**config.mk**
```make
export PLATFORM = sky130hd
export DESIGN_NAME = pixel_frame_tx
export DESIGN_NICKNAME = d
export VERILOG_FILES = /design/src/rtl/pixel_frame_tx.sv
export SDC_FILE = /design/constraint.sdc
export NUM_CORES = 2
export LEC_CHECK = 0
export ABC_AREA = 1
export CORE_UTILIZATION = 50
export DETAILED_ROUTE_END_ITERATION = 8
export HOLD_SLACK_MARGIN = 0.02
export PLACE_DENSITY = 0.65
export SETUP_SLACK_MARGIN = 0.3
export SYNTH_ARGS = -nofsm -noshare
export SYNTH_HDL_FRONTEND = slang
export SYNTH_SLANG_ARGS = --single-unit
```
**constraint.sdc**
```tcl
create_clock -name clk -period 4.2 [get_ports clk]
set_input_delay 0.42 -clock clk [delete_from_list [all_inputs] [get_ports clk]]
set_output_delay 0.42 -clock clk [all_outputs]
set_load 0.05 [all_outputs]
```
**src/rtl/pixel_frame_tx.sv**
```systemverilog
// Host-side frame buffer and 3-pixel-per-beat burst transmitter for the edge/color chip.
// Optional build macro TX_CHECKSUM_EN adds an 8-bit running sum (chk_sum) of the pixels in each burst.
module pixel_frame_tx #(
    parameter int IMG_DIM    = 20,
    parameter int BIT_LENGTH = 5
) (
    input  logic                  clk,
    input  logic                  reset,
    input  logic                  wr_en,
    input  logic [BIT_LENGTH-1:0] wr_data,
    output logic                  wr_ready,
    output logic                  frame_full,
    input  logic                  start,
    output logic                  busy,
    output logic                  out_valid,
    output logic [BIT_LENGTH-1:0] pixel_in0,
    output logic [BIT_LENGTH-1:0] pixel_in1,
    output logic [BIT_LENGTH-1:0] pixel_in2,
    output logic                  load_end
`ifdef TX_CHECKSUM_EN
    ,
    output logic [7:0]            chk_sum
`endif
);

    localparam int         NPIX      = IMG_DIM * IMG_DIM;
    localparam int         BEATS     = (NPIX + 2) / 3;
    localparam logic [8:0] N_W       = 9'(NPIX);
    localparam logic [7:0] LAST_BEAT = 8'(BEATS - 1);

    typedef enum logic [0:0] {ST_IDLE = 1'b0, ST_SEND = 1'b1} state_t;

    state_t                state_q, state_d;
    logic [8:0]            wptr_q, wptr_d;
    logic [7:0]            bcnt_q, bcnt_d;
    logic                  frame_full_q, frame_full_d;
    logic                  wr_ready_q, wr_ready_d;
    logic                  busy_q, busy_d;
    logic                  out_valid_q, out_valid_d;
    logic                  load_end_q, load_end_d;
    logic [BIT_LENGTH-1:0] pix0_q, pix0_d, pix1_q, pix1_d, pix2_q, pix2_d;
    logic [7:0]            chk_q, chk_d;
    logic                  mem_we_s;
    logic [8:0]            addr0_s, addr1_s, addr2_s;
    logic [BIT_LENGTH-1:0] rd0_s, rd1_s, rd2_s;
    logic [BIT_LENGTH-1:0] mem_q [0:NPIX-1];

    // Read addresses of the current beat; padding slots past the frame read as zero.
    always_comb begin
        addr0_s = {1'b0, bcnt_q} * 9'd3;
        addr1_s = addr0_s + 9'd1;
        addr2_s = addr0_s + 9'd2;
        rd0_s   = (addr0_s < N_W) ? mem_q[addr0_s] : '0;
        rd1_s   = (addr1_s < N_W) ? mem_q[addr1_s] : '0;
        rd2_s   = (addr2_s < N_W) ? mem_q[addr2_s] : '0;
    end

    // Next-state logic for the load/send sequencer and all registered outputs.
    always_comb begin
        state_d      = state_q;
        wptr_d       = wptr_q;
        bcnt_d       = bcnt_q;
        frame_full_d = frame_full_q;
        out_valid_d  = out_valid_q;
        load_end_d   = load_end_q;
        pix0_d       = pix0_q;
        pix1_d       = pix1_q;
        pix2_d       = pix2_q;
        chk_d        = chk_q;
        mem_we_s     = 1'b0;
        case (state_q)
            ST_IDLE: begin
                if (start && frame_full_q) begin
                    state_d = ST_SEND;
                    bcnt_d  = 8'd0;
                    chk_d   = 8'd0;
                end else if (wr_en && wr_ready_q) begin
                    mem_we_s = 1'b1;
                    wptr_d   = wptr_q + 9'd1;
                    if (wptr_q == (N_W - 9'd1)) begin
                        frame_full_d = 1'b1;
                    end else begin
                        frame_full_d = 1'b0;
                    end
                end else begin
                    wptr_d = wptr_q;
                end
            end
            ST_SEND: begin
                if (bcnt_q <= LAST_BEAT) begin
                    out_valid_d = 1'b1;
                    load_end_d  = (bcnt_q == LAST_BEAT);
                    pix0_d      = rd0_s;
                    pix1_d      = rd1_s;
                    pix2_d      = rd2_s;
                    bcnt_d      = bcnt_q + 8'd1;
                    chk_d       = chk_q + 8'(rd0_s) + 8'(rd1_s) + 8'(rd2_s);
                end else begin
                    // Final beat has been shown; the frame is consumed and must be rewritten.
                    state_d      = ST_IDLE;
                    out_valid_d  = 1'b0;
                    load_end_d   = 1'b0;
                    pix0_d       = '0;
                    pix1_d       = '0;
                    pix2_d       = '0;
                    bcnt_d       = 8'd0;
                    wptr_d       = 9'd0;
                    frame_full_d = 1'b0;
                end
            end
            default: begin
                state_d = ST_IDLE;
            end
        endcase
        busy_d     = (state_d == ST_SEND);
        wr_ready_d = (state_d == ST_IDLE) && !frame_full_d;
    end

    // Control and output registers.
    always_ff @(posedge clk or negedge reset) begin
        if (!reset) begin
            state_q      <= ST_IDLE;
            wptr_q       <= 9'd0;
            bcnt_q       <= 8'd0;
            frame_full_q <= 1'b0;
            wr_ready_q   <= 1'b1;
            busy_q       <= 1'b0;
            out_valid_q  <= 1'b0;
            load_end_q   <= 1'b0;
            pix0_q       <= '0;
            pix1_q       <= '0;
            pix2_q       <= '0;
            chk_q        <= 8'd0;
        end else begin
            state_q      <= state_d;
            wptr_q       <= wptr_d;
            bcnt_q       <= bcnt_d;
            frame_full_q <= frame_full_d;
            wr_ready_q   <= wr_ready_d;
            busy_q       <= busy_d;
            out_valid_q  <= out_valid_d;
            load_end_q   <= load_end_d;
            pix0_q       <= pix0_d;
            pix1_q       <= pix1_d;
            pix2_q       <= pix2_d;
            chk_q        <= chk_d;
        end
    end

    // Frame buffer storage; contents need no reset.
    always_ff @(posedge clk) begin
        if (mem_we_s) begin
            mem_q[wptr_q] <= wr_data;
        end
    end

    assign wr_ready   = wr_ready_q;
    assign frame_full = frame_full_q;
    assign busy       = busy_q;
    assign out_valid  = out_valid_q;
    assign load_end   = load_end_q;
    assign pixel_in0  = pix0_q;
    assign pixel_in1  = pix1_q;
    assign pixel_in2  = pix2_q;
`ifdef TX_CHECKSUM_EN
    assign chk_sum    = chk_q;
`endif

endmodule

```
==> impl_metrics.json <==
{
  "finalHoldViolCount": 0,
  "syn_area_mm2": 0.115,
  "ir_drop_mv": 0.509,
  "coreArea_mm2": 0.228,
  "setup_viol": 0,
  "grt_pass1_wl_mm": 709,
  "drive_gt1_frac": 0.0851,
  "p_leak_nw": 51.3,
  "yosysUniqueCellTypes": 50,
  "synth-xor-area-share": 0.000696,
  "power.share.clock": 0.450,
  "cap_violations": 0,
  "worstHoldStart": "wr_data[2]",
  "crit_path_start_kind": "register",
  "powerDensity_mw_per_mm2": 341,
  "period_share": 0.947,
  "cts_buffer_depth": 3,
  "worstSetupPathType": "reg2reg",
  "dpl_cell_area_mm2": 0.121,
  "swShare": 0.234,
  "routabilityCongestion": 1.02,
  "synthTopCellsByCount": "5548 x nand2_1, 2277 x nand3_1, 2000 x edfxtp_1",
  "cts_made_buffers": 221,
  "synth_edf_count": 2000,
  "fin_cells": 17553,
  "timing.final.ws_setup_ns": 0.222,
  "dp_hpwl_mm": 330,
  "synthArstFlopShare": 0.0182,
  "synth_warnings": 0,
  "combPwrFrac": 0.042,
  "fin_setup_tns_ns": 0,
  "grt_max_degree": 182,
  "drc_errors": 0,
  "synth_nets": 14515,
  "hold_path.class": "in2reg",
  "placed_cells": 17077,
  "relSlewSlack": 0.211,
  "die_x_um": 482,
  "synth_top_family_by_area": "simple AND/OR/NAND/NOR gates",
  "die_area_mm2": 0.232,
  "power.switching_mw": 10.4,
  "power_frac_seq": 0.507,
  "synth-main-ff-cell": "edfxtp_1",
  "hold_ws_ns": 0.0448,
  "synth.most_common_cell": "nand2_1",
  "synthMuxAreaShare": 0.00165,
  "io_buffers": 28,
  "vias": 109984,
  "core.rowCount": 175,
  "die_y_um": 482,
  "run_status": "complete, no violations",
  "drt-total-wl_mm": 507,
  "postSynthAreaPerCell_um2": 7.94,
  "max_clock_freq_ghz": 0.251,
  "worst_slew_pin_slew_ns": 1.18,
  "synth_area_leaders": "edfxtp_1 52%, nand2_1 18%, nand3_1 9.9%, nor2_1 4.4%, o21ai_0 3.8%",
  "synthAdderAreaFrac": 0.00213,
  "antenna_found_initial": 26,
  "fin_crit_ns": 3.98,
  "rsz0062_at_grt": "yes",
  "clock_sinks": 2037,
  "synthSimpleGateAreaFrac": 0.331,
  "worstPathRequired_ns": 4.99,
  "worstReg2RegStart": "bcnt_q[0]",
  "cts_tree": "yes",
  "dp_worst_setup_slack_ns": -0.0531,
  "grt_usage": 0.424,
  "power_mw": 44.4,
  "design_area_mm2": 0.130,
  "crit_start": "bcnt_q[0]",
  "clk_latency_ns": 0.93,
  "fin_skew_ns": 0.0592,
  "synth_compound_area_frac": 0.0757,
  "ys_ff_latch": 2037,
  "path_clk_slew_ns": 0.07,
  "pin_count": 29,
  "synth_top_area_share": 0.522,
  "final_util": 0.571,
  "vias_per_cell": 6.27,
  "clockRootBuffer": "clkbuf_16",
  "p_int_mw": 34.0,
  "start_util": 0.505,
  "drtIter0Drc": 17074,
  "area_delta_synth_final_pct": 13.2,
  "grt_pass1_vias": 99726,
  "crit_arrival_ns": 4.77,
  "ys_seq_area_frac": 0.530,
  "wl_per_cell_um": 28.9,
  "h-tree-depth": 4,
  "cp_max_fo": 23,
  "gr-total-overflow": 0,
  "synth_area_leader_cell": "edfxtp_1",
  "firstDrtPassIters": 7,
  "drtAntennaViolNets": 0,
  "report.final.slew_viol_count": 0,
  "critPathCaptureType": "register",
  "postSynthCellCount": 14487,
  "nets": 14369
}
## power groups by stage
stage | Clock, mW | Combinational [mW] | Sequential, mW
finish | 20.0 | 1.87 | 22.5
global route | 20.7 | 1.86 | 22.5
CTS | 20.0 | 1.78 | 22.5
detailed placement | 0 | 1.78 | 22.9
global placement | 0 | 1.78 | 22.9
floorplan | 0 | 0.444 | 22.9
## what timing repair did
action / CTS / global route
setup endpoints to repair: 13 / 15
setup buffers: 7 / 24
gates resized for setup: 45 / 165
endpoints found under the hold margin: 139 / 0
cloned: 3 / 13
hold buffers: 3 / 0
pin swaps: 3 / 13
## path summary, 6_finish.rpt
check,end,slack [ns],depth (start not counted)
max in group asynchronous,bcnt_q[0],3.03,2
min in group asynchronous,frame_full,0.28,2
min,mem_q[97][2],0.04,1
min reg2reg,load_end,0.51,2
max reg2reg,pixel_in2[2],0.22,18
max,pixel_in2[2],0.22,18
## cell type report
| class | instances | area, um^2 |
|---|---|---|
| clock inverter | 139 | 1440 |
| sequential | 2037 | 61000 |
| fill | 20506 | 97800 |
| timing repair inverter | 1 | 11.3 |
| inverter | 440 | 1760 |
| timing repair buffer | 692 | 8160 |
| tap | 3009 | 3760 |
| clock buffer | 274 | 5870 |
| antenna | 13 | 32.5 |
| multi-input combinational | 10948 | 48200 |
## cell families after synthesis
kind of cell | count (synthesis)
AOI/OAI and AO/OA | 1619
xor gates and xnor gates | 7
adders and majority gates | 19
buffers and inverters | 1503
DFF | 2037
muxes | 19
and+or+nand+nor | 9283
## flip-flops by register name, summed over array words and instances (netlist names)
| name | cells |
|---|---|
| bcnt_q | 8 |
| busy | 1 |
| frame_full | 1 |
| load_end | 1 |
| mem_q | 2000 |
| out_valid | 1 |
| pixel_in0 | 5 |
| pixel_in1 | 5 |
| pixel_in2 | 5 |
| wptr_q | 9 |
| wr_ready | 1 |
## layout by cell type (no fill, tap or decap), types with 22 or more instances in the layout
cell type / count
a21boi_0: 31
a21oi_1: 352
buf_12: 178
buf_4: 421
buf_6: 31
bufinv_16: 22
clkbuf_1: 45
clkbuf_16: 236
clkdlybuf4s50_1: 22
clkinv_1: 50
clkinv_2: 42
dfrtp_1: 35
edfxtp_1: 2000
inv_1: 412
nand2_1: 5503
nand2_2: 37
nand2_4: 25
nand3_1: 2186
nand3_2: 82
nand4_1: 28
nor2_1: 1333
o211ai_1: 101
o21ai_0: 880
o21ai_1: 118
o22ai_1: 74
or2_2: 36
## layer usage
layer	vias up	track usage	share of wire
met5	-	0	0.00013
met4	10	0.224	0.060
met3	1420	0.111	0.14
met2	7998	0.616	0.42
met1	52109	0.578	0.38
li1	48447	-	-
## critical path: stages (launching register included)
cell     delay (ns)
dfrtp_4        0.41
ha_2           0.19
inv_1          0.05
fa_4           0.79
inv_4          0.06
ha_4           0.34
inv_12         0.11
buf_16         0.28
buf_4          0.21
a21oi_1        0.12
o21ai_0        0.10
nand3_1        0.11
nand3_1        0.15
nand3_1        0.21
nand3_1        0.23
nand3_1        0.16
nand3_1        0.07
nand2_1        0.08
nand2_1        0.05
Power figures use the tool's default switching activity.
